File: config.mk
export PLATFORM = sky130hd
export DESIGN_NAME = fir_error_monitor
export DESIGN_NICKNAME = d
export VERILOG_FILES = /design/src/rtl/fir_err_pkg.sv /design/src/rtl/fir_abs_diff.sv /design/src/rtl/fir_error_monitor.sv
export SDC_FILE = /design/constraint.sdc
export NUM_CORES = 1
export LEC_CHECK = 0
export CAP_MARGIN = 10
export CORE_MARGIN = 2
export CORE_UTILIZATION = 55
export CTS_BUF_LIST = sky130_fd_sc_hd__clkbuf_8 sky130_fd_sc_hd__clkbuf_16
export CTS_CLUSTER_SIZE = 16
export DETAILED_ROUTE_END_ITERATION = 8
export PLACE_DENSITY_LB_ADDON = 0.08
export SLEW_MARGIN = 20
export SYNTH_ARGS = -nofsm -noshare
export SYNTH_HDL_FRONTEND = slang
export SYNTH_HIERARCHICAL = 1
export SYNTH_SLANG_ARGS = --single-unit
File: constraint.sdc
create_clock -name clk -period 2.9 [get_ports clk]
set_input_delay 0.29 -clock clk [delete_from_list [all_inputs] [get_ports clk]]
set_output_delay 0.29 -clock clk [all_outputs]
set_load 0.05 [all_outputs]
File: src/rtl/fir_err_pkg.sv
`default_nettype none
// ============================================================================
//  Module      : fir_err_pkg
//  Description : Shared types and constants for the FIR error monitor:
//                FSM state encoding, default widths and pipeline depth.
//                Optional feature macro used by the users of this package:
//                FIR_ERR_BIAS_EN (signed bias accumulator).
//  Revision    : 1.0 - initial release
// ============================================================================
package fir_err_pkg;

  // Default width of the exact and approximate FIR outputs
  localparam int c_DATA_W_DEF   = 16;
  // Default log2 of the measurement window length in samples
  localparam int c_WIN_LOG2_DEF = 8;
  // Register stages between an accepted pair and its accumulator update
  localparam int c_PIPE_DEPTH   = 2;

  typedef enum logic [1:0] {
    ST_IDLE  = 2'd0,
    ST_RUN   = 2'd1,
    ST_DRAIN = 2'd2,
    ST_DONE  = 2'd3
  } state_t;

endpackage : fir_err_pkg
`default_nettype wire

File: src/rtl/fir_abs_diff.sv
`default_nettype none
// ============================================================================
//  Module      : fir_abs_diff
//  Description : Stage 1 of the error monitor pipeline. Registers the
//                absolute difference |approx - exact| of one sample pair
//                together with its valid bit. With FIR_ERR_BIAS_EN defined
//                the signed difference (approx - exact) is registered too.
//  Revision    : 1.0 - initial release
// ============================================================================
module fir_abs_diff
  import fir_err_pkg::*;
#(
  parameter int DATA_W = c_DATA_W_DEF
) (
  input  logic                     clk,
  input  logic                     rst,
  input  logic                     i_valid,
  input  logic [DATA_W-1:0]        i_exact,
  input  logic [DATA_W-1:0]        i_approx,
  output logic                     o_valid,
  output logic [DATA_W-1:0]        o_abs
`ifdef FIR_ERR_BIAS_EN
  ,
  output logic signed [DATA_W:0]   o_diff
`endif
);

  // One extra bit keeps the full range of approx - exact, sign in the MSB
  logic [DATA_W:0]   w_diff;
  logic [DATA_W-1:0] w_abs;

  assign w_diff = {1'b0, i_approx} - {1'b0, i_exact};

  // Magnitude never exceeds 2^DATA_W-1, so the low DATA_W bits of the
  // negated difference are the exact absolute value
  assign w_abs = w_diff[DATA_W] ? (~w_diff[DATA_W-1:0] + 1'b1)
                                : w_diff[DATA_W-1:0];

  // Valid bit follows the accepted-pair strobe every cycle
  always_ff @(posedge clk or posedge rst) begin
    if (rst) begin
      o_valid <= 1'b0;
    end else begin
      o_valid <= i_valid;
    end
  end

  // Data is only captured for accepted pairs; it is ignored when not valid
  always_ff @(posedge clk or posedge rst) begin
    if (rst) begin
      o_abs <= '0;
    end else if (i_valid) begin
      o_abs <= w_abs;
    end
  end

`ifdef FIR_ERR_BIAS_EN
  // Signed difference for the bias accumulator, captured alongside o_abs
  always_ff @(posedge clk or posedge rst) begin
    if (rst) begin
      o_diff <= '0;
    end else if (i_valid) begin
      o_diff <= w_diff;
    end
  end
`endif

endmodule : fir_abs_diff
`default_nettype wire

File: src/rtl/fir_error_monitor.sv
`default_nettype none
// ============================================================================
//  Module      : fir_error_monitor
//  Description : Compares the exact-adder and approximate-adder FIR outputs
//                over a window of 2^WIN_LOG2 valid samples and reports the
//                error sum, maximum error, count of erroneous samples and
//                the mean error distance (MED).
//                Optional feature macro: FIR_ERR_BIAS_EN adds the signed
//                err_bias output (sum of approx - exact over the window).
//  Revision    : 1.0 - initial release
// ============================================================================
module fir_error_monitor
  import fir_err_pkg::*;
#(
  parameter  int DATA_W   = c_DATA_W_DEF,
  parameter  int WIN_LOG2 = c_WIN_LOG2_DEF,
  localparam int ACC_W    = DATA_W + WIN_LOG2
) (
  input  logic                     clk,
  input  logic                     rst,
  input  logic                     start,
  input  logic                     in_valid,
  input  logic [DATA_W-1:0]        exact_in,
  input  logic [DATA_W-1:0]        approx_in,
  output logic                     busy,
  output logic                     done,
  output logic [ACC_W-1:0]         err_sum,
  output logic [DATA_W-1:0]        err_max,
  output logic [WIN_LOG2:0]        err_count,
  output logic [DATA_W-1:0]        med
`ifdef FIR_ERR_BIAS_EN
  ,
  output logic signed [ACC_W:0]    err_bias
`endif
);

  localparam int              CNT_W        = WIN_LOG2 + 1;
  localparam logic [CNT_W-1:0] c_WIN_LAST  = CNT_W'((1 << WIN_LOG2) - 1);
  // DRAIN is left once this count is reached: the final pair needs
  // c_PIPE_DEPTH edges to reach the accumulators, and DONE is entered on
  // the following edge, three edges after the final accept
  localparam logic [1:0]       c_DRAIN_LAST = 2'(c_PIPE_DEPTH);

  state_t             r_state;
  state_t             w_state_nxt;
  logic [1:0]         r_drain_cnt;
  logic [CNT_W-1:0]   r_smp_cnt;

  logic               w_accept;
  logic               w_clear;
  logic               w_last;

  logic               w_s1_valid;
  logic [DATA_W-1:0]  w_s1_abs;
  logic               w_s1_nz;

  logic [ACC_W-1:0]   r_err_sum;
  logic [DATA_W-1:0]  r_err_max;
  logic [CNT_W-1:0]   r_err_count;

`ifdef FIR_ERR_BIAS_EN
  logic signed [DATA_W:0] w_s1_diff;
  logic signed [ACC_W:0]  r_err_bias;
`endif

  // --------------------------------------------------------------------------
  // Stage 1: registered absolute difference
  // --------------------------------------------------------------------------
  fir_abs_diff #(
    .DATA_W   (DATA_W)
  ) u_abs_diff (
    .clk      (clk),
    .rst      (rst),
    .i_valid  (w_accept),
    .i_exact  (exact_in),
    .i_approx (approx_in),
    .o_valid  (w_s1_valid),
    .o_abs    (w_s1_abs)
`ifdef FIR_ERR_BIAS_EN
    ,
    .o_diff   (w_s1_diff)
`endif
  );

  assign w_s1_nz = |w_s1_abs;
  assign w_last  = w_accept && (r_smp_cnt == c_WIN_LAST);

  // --------------------------------------------------------------------------
  // Control FSM
  // --------------------------------------------------------------------------

  // State register
  always_ff @(posedge clk or posedge rst) begin
    if (rst) begin
      r_state <= ST_IDLE;
    end else begin
      r_state <= w_state_nxt;
    end
  end

  // Next-state logic; start is only honoured in IDLE and DONE
  always_comb begin
    w_state_nxt = r_state;
    case (r_state)
      ST_IDLE: begin
        if (start) begin
          w_state_nxt = ST_RUN;
        end
      end
      ST_RUN: begin
        if (w_last) begin
          w_state_nxt = ST_DRAIN;
        end
      end
      ST_DRAIN: begin
        if (r_drain_cnt == c_DRAIN_LAST) begin
          w_state_nxt = ST_DONE;
        end
      end
      ST_DONE: begin
        w_state_nxt = start ? ST_RUN : ST_IDLE;
      end
      default: begin
        w_state_nxt = ST_IDLE;
      end
    endcase
  end

  // Per-state outputs and datapath strobes
  always_comb begin
    busy     = 1'b0;
    done     = 1'b0;
    w_accept = 1'b0;
    w_clear  = 1'b0;
    case (r_state)
      ST_IDLE: begin
        w_clear = start;
      end
      ST_RUN: begin
        busy     = 1'b1;
        w_accept = in_valid;
      end
      ST_DRAIN: begin
        busy = 1'b1;
      end
      ST_DONE: begin
        done    = 1'b1;
        w_clear = start;
      end
      default: begin
        busy = 1'b0;
      end
    endcase
  end

  // Counts cycles spent in DRAIN; held at zero in every other state
  always_ff @(posedge clk or posedge rst) begin
    if (rst) begin
      r_drain_cnt <= '0;
    end else if (r_state != ST_DRAIN) begin
      r_drain_cnt <= '0;
    end else begin
      r_drain_cnt <= r_drain_cnt + 2'd1;
    end
  end

  // Accepted-sample counter; stall cycles do not advance it
  always_ff @(posedge clk or posedge rst) begin
    if (rst) begin
      r_smp_cnt <= '0;
    end else if (w_clear) begin
      r_smp_cnt <= '0;
    end else if (w_accept) begin
      r_smp_cnt <= r_smp_cnt + 1'b1;
    end
  end

  // --------------------------------------------------------------------------
  // Stage 2: accumulators (clear on accepted start wins over any update)
  // --------------------------------------------------------------------------

  // Error sum, maximum and count of nonzero errors
  always_ff @(posedge clk or posedge rst) begin
    if (rst) begin
      r_err_sum   <= '0;
      r_err_max   <= '0;
      r_err_count <= '0;
    end else if (w_clear) begin
      r_err_sum   <= '0;
      r_err_max   <= '0;
      r_err_count <= '0;
    end else if (w_s1_valid) begin
      r_err_sum   <= r_err_sum + {{WIN_LOG2{1'b0}}, w_s1_abs};
      if (w_s1_abs > r_err_max) begin
        r_err_max <= w_s1_abs;
      end
      r_err_count <= r_err_count + {{(CNT_W-1){1'b0}}, w_s1_nz};
    end
  end

`ifdef FIR_ERR_BIAS_EN
  // Signed bias: sign-extended approx - exact summed over the window
  always_ff @(posedge clk or posedge rst) begin
    if (rst) begin
      r_err_bias <= '0;
    end else if (w_clear) begin
      r_err_bias <= '0;
    end else if (w_s1_valid) begin
      r_err_bias <= r_err_bias + {{WIN_LOG2{w_s1_diff[DATA_W]}}, w_s1_diff};
    end
  end

  assign err_bias = r_err_bias;
`endif

  assign err_sum   = r_err_sum;
  assign err_max   = r_err_max;
  assign err_count = r_err_count;
  // Mean error distance: truncating divide by the window length
  assign med       = r_err_sum[ACC_W-1:WIN_LOG2];

endmodule : fir_error_monitor
`default_nettype wire

==> impl_metrics.ini <==
[run_status]
status = completed

[worst_setup_path]
reg2reg_from = err_sum[0]
crit_required_ns = 3.12
reg2regPathDepth = 8
crit_type = in -> reg
cp-startpoint = exact_in[8]
path_buf_inv = 2
crit_cells = 11
path_cells = clkdlybuf4s50_1, inv_1, ha_1, a21oi_1, o21ai_1, a31o_2, o31a_1, or3b_2, o211ai_1, a2111o_1, nand3_1
crit_fanout = 6
worst_setup_path_start_kind = input port
arrival_ns = 2.96
slowest_stage = or3b_2
slowest_delay_ns = 0.46
crit_path_end_kind = register
critPathTopFamily = compound AO/OA/AOI/OAI gates

[yosys]
ys_seq_area_frac = 0.309
synthSimpleGateAreaFrac = 0.184
synthCells = 724
syn_nets = 821
synth_mux_area_frac = 0.0321
ys_ff_latch = 79
synth.top_cell.area_share = 0.309
yosys.area.top_type = dfrtp_1
synth-compound-area-share = 0.215
synth_ff_type = dfrtp_1
async_flop_share = 1.00
synthAdderAreaFrac = 0.122
syn_area_sq_mm = 0.00639
synth_edf_count = 0
synth_top_family_by_area = compound AO/OA/AOI/OAI gates
synthXorXnorAreaFrac = 0.0615
netlist-cell-type-count = 77
synth_commonest_cells = dfrtp_1 (79), nor2_1 (67), ha_1 (59)
synth.top_cells.by_area = dfrtp_1 (31%), ha_1 (12%), nor2_1 (3.9%), xnor2_1 (3.8%), a21oi_1 (3.8%)
synthMostInstantiatedCell = dfrtp_1
synth_area_per_cell_sq_um = 8.83
synth_warnings = 6

[sta]
report.final.slew_viol_count = 0
setup_violations = 0
min_period_ns = 2.74
worst_pin_slew_ns = 0.815
hold_viol = 0
skew_ns = 0.00620
postLayoutSetupSlackWorst_ns = 0.159
fin_crit_sh = 0.945
timing.fmax_ghz = 0.365
hold_ws_ns = 0.369
slew_headroom = 0.456

[drt]
drc = 0
drt-wirelength-per-cell_um = 15.5
dr.first_iter.drc_count = 393
dr.pass1.iters = 5
ant_nets = 0
routed_wl_um = 15300
viasPerCell = 5.90
vias = 5801

[final_layout]
syn_to_final_growth_pct = 25.9
drive_above_1_share = 0.122
multiInputGateArea_sq_mm = 0.00397
seq_area_sq_mm = 0.00198
antenna_cells = 0
stdcell_count = 984
utilization = 0.708
finalNetCount = 933
n_fill_cell = 916

[cts]
clk_pin_slew_worst_paths_ns = 0.06
cts_tree = built
cts_buffers = 9
cts.sinks = 79
cts_root_buf = clkbuf_16
cts_hold_buf = 0
cts_max_path_buffers = 2
ctsHtreeMaxLevel = 3
clock_latency_ns = 0.34

[power_and_ir_drop]
max-vdd-ir-drop_mv = 0.778
p_leak_nw = 3.59
powerDensity_mw_per_mm2 = 970

[die]
start_util = 0.562
die_w_um = 112
ios = 103
dieArea_sq_mm = 0.0125
die_y_um = 112
core-area_sq_mm = 0.0114
placementRows = 39

[job]
cap_violations = 0

[grt]
antenna_found_initial = 0
grt.overflow.total = 0
grt_start_max_net_pins = 33
grt_pass1_wl_um = 25600
grtUsageTotal = 0.246
grt_pass1_vias = 5539

[hold_path]
holdCritPathClass = in -> async

[placed_design]
port_buffers = 102
dp_slack_ns = -0.457
place_congestion = 0.872
post-place-cells = 964
dp_hpwl_um = 11700
[final cells by class]
type	instances	share of cell area
Timing Repair Buffer	154	0.177
Sequential cell	79	0.246
Tap cell	143	0.0222
Clock inverter	6	0.00746
Clock buffer	10	0.0297
Inverter	52	0.0243
Multi-Input combinational cell	540	0.493
[metrics by stage]
step / TNS (ns) / power, mW / cell area, sq um
floorplan: 0 / 5.32 / 6390
detailed placement: -4.18 / 6.57 / 7680
global route: -0.0116 / 8.32 / 8050
finish: 0 / 7.81 / 8050
CTS: 0 / 7.78 / 8010
global placement: -3.66 / 6.45 / 7680
[path summary, 6_finish.rpt]
kind / slack (ns) / to
max: 0.16 / u_abs_diff/o_abs[15]
min: 0.37 / u_abs_diff/o_valid
max reg2reg: 0.39 / err_sum[18]
min reg2reg: 0.44 / r_drain_cnt[0]
max in group asynchronous: 1.88 / err_count[5]
min in group clk: 0.44 / r_drain_cnt[0]
[layout by cell type, fill, tap and decap left out, drive strengths merged, types with 16 or more instances in the layout]
cell type,instances
ha,59
a21oi,49
nand4,17
clkdlybuf4s50,98
o21ai,26
buf,52
nand2,42
inv,52
nand3,39
dfrtp,79
xnor2,28
mux2i,16
xor2,16
nor2,67
o31ai,19
[registers in the layout, indices dropped and copies added (netlist names)]
register,flops
u_abs_diff/o_valid,1
u_abs_diff/o_abs,16
err_max,16
r_state,2
r_drain_cnt,2
r_smp_cnt,9
err_count,9
err_sum,24
[kinds of logic (layout without fill, tap and decap cells)]
group           count (synthesis)  count (layout)
simple gates                  235             235
buf+inv                       105             222
compound gates                180             180
fa+ha+maj                      61              61
xor+xnor                       44              44
flops                          79              79
mux                            20              20
[layer usage]
metal  share of wire  routed length [um]  global-route usage
met4           0.027                 406               0.110
met1            0.43                6580               0.312
met2            0.50                7610               0.427
met3           0.044                 668              0.0218
met5               0                   0                   0
[timing repair]
| item | in CTS | in global routing |
|---|---|---|
| resized for setup | 7 | 9 |
| pin swaps | 9 | 11 |
| buffers inserted | 3 | 1 |
| endpoints found under the setup margin | 3 | 7 |
| endpoints found under the hold margin | 0 | 0 |
[where the power goes]
part	total [mW]	internal, mW	switching, mW
sequential	1.83	1.43	0.401
clock	1.14	0.685	0.455
combinational	4.84	1.86	2.98
total	7.81	3.97	3.83
No activity file was read; power rests on OpenSTA's default activity.
==> edit, RTL diff (same settings) <==
The 4 states of `state_t` get a one-hot encoding in 4 bits.
--- a/src/rtl/fir_err_pkg.sv
+++ b/src/rtl/fir_err_pkg.sv
@@ -16,11 +16,11 @@
   // Register stages between an accepted pair and its accumulator update
   localparam int c_PIPE_DEPTH   = 2;
 
-  typedef enum logic [1:0] {
-    ST_IDLE  = 2'd0,
-    ST_RUN   = 2'd1,
-    ST_DRAIN = 2'd2,
-    ST_DONE  = 2'd3
+  typedef enum logic [3:0] {
+    ST_IDLE  = 4'b0001,
+    ST_RUN   = 4'b0010,
+    ST_DRAIN = 4'b0100,
+    ST_DONE  = 4'b1000
   } state_t;
 
 endpackage : fir_err_pkg
Function: same outputs for any inputs over 4 cycles, from zero or initial values and one cycle with rst high; so few cycles prove little.
==> edit against the unedited design <==
- utilization is 0.87 points higher
- non-clock buffer count increased by 2
- register-to-register slack got worse by 70 ps
- maximum frequency decreased by 2.0%
- worst setup slack got worse by 57 ps
- sequential cell count is 2 higher
- final area shrank 3.1%
- first-iteration DRC count fell by 20%
- global-route usage is 1.3 points higher
- die area decreased by 3.2%
- power decreased by 9.8%
- area after synthesis shrank 3.3%
- wire length fell by 1.8%
- combinational power fell by 11%
- largest power group unchanged
==> edit: results (changes against the unedited design) <==
- Status: completed
- CP startpoint: r_state[3]
- Nets@finish: 921 (-1.3%)
- Hold buffers post-CTS: 0 (unchanged)
- Routed wire length: 15.0 mm (-1.8%)
- Post-detail-place hpwl: 11.3 mm (-4.0%)
- Worst slew pin tran: 618 ps (-198 ps)
- Dpl cell area: 0.00753 sq mm (-2.0%)
- Vias per cell: 5.78 (-2.0%)
- Via count: 5628 (-3.0%)
- DRT Pass-1 Iters: 7 (+2)
- Fillers: 841 (-8.2%)
- CTS clock-pin slew for the worst setup and hold paths: 90 ps (+30 ps)
- Share of cells above drive strength 1: 12.2% (-0.017 points)
- Placer Congestion: 0.955 (+9.5%)
- Vias in the first global route: 5341 (-3.6%)
- First-pass GRT wire length: 24.9 mm (-3.0%)
- Post-synth cell types: 70 (-9.1%)
- Clk_lat worst skew: 380 ps (+40 ps)
- Crit-path slowest cell: clkdlybuf4s50_1
- Commonest cells post-synth: dfrtp_1, nor2_1, ha_1
- CP arrival: 2510 ps (-450 ps)
- Sequential area share after synthesis: 32.8% (+1.9 points)
- Mapped Nets: 800 (-2.6%)
- Leakage: 3.51 nW (-2.0%)
- All-Layer GR Usage: 25.9% (+1.3 points)
- Crit-path leading delay family: simple AND/OR/NAND/NOR gates
- Pin count of the biggest net entering global routing: 50 (+52%)
==> edit: cell types whose count changed in the layout (fill, tap and decap cells not counted), moves of 6 or more <==
cell,before,now
clkbuf_16,9,0
clkbuf_8,1,10
nand2_1,42,52
nand3_1,39,33
o21ai_0,19,28
==> edit: logic make-up (layout without fill, tap and decap cells) <==
logic type | Yosys count | in the layout | synth area share (%)
simple gates | 247 | 247 | 20.1
compound gates | 169 | 169 | 19.5
buf+inv | 95 | 221 | 6.88
flops | 81 | 81 | 32.8
fa+ha+maj | 56 | 56 | 11.6
xor+xnor | 42 | 42 | 6.07
mux | 18 | 18 | 2.98
==> edit: cell type report <==
| cell class | count | area share (%) |
|---|---|---|
| flip-flops and latches | 81 | 26.0 |
| clock inverters | 6 | 0.866 |
| repair buffers | 156 | 18.4 |
| inverters | 49 | 2.36 |
| well taps | 140 | 2.25 |
| clock buffers | 10 | 1.76 |
| multi-input cells | 532 | 48.4 |
==> edit: through the flow <==
stage                     utilization, %  hold WS, ps  total power [mW]  TNS [ps]
after floorplan                        -          216              4.86         0
after global placement              69.1          414              6.02     -3730
after detailed placement            69.1          420              6.13     -4610
after CTS                           71.2          320              7.03         0
after global routing                71.7          347              7.57         0
final                               71.7          308              7.04         0
==> edit: final timing paths <==
kind | endpoint | slack (ps) | cells past startpoint
worst max-delay path | busy | 100 | 3
worst min-delay path | err_count[6] | 310 | 2
worst max register to register | err_sum[14] | 320 | 9
worst min register to register | r_drain_cnt[0] | 430 | 1
max in group asynchronous | err_max[4] | 1980 | 3
min in group clk | u_abs_diff/o_abs[0] | 420 | 3
==> edit: per-layer routing <==
layer	wire length, um	up-vias	GRT usage, %
li1	-	2783	-
met1	6610	2677	33.1
met2	7380	140	43.6
met3	646	28	4.29
met4	346	0	10.4
met5	0	-	0
==> edit: what timing repair did <==
| action | in CTS | in global routing |
|---|---|---|
| setup buffers | 2 | 2 |
| endpoints found under the setup margin | 2 | 8 |
| gates resized for setup | 7 | 4 |
| pin swaps | 9 | 8 |
==> edit: report_power, final <==
group / internal, mW / switching, mW
clock network: 0.422 / 0.444
registers: 1.45 / 0.418
logic: 1.68 / 2.63
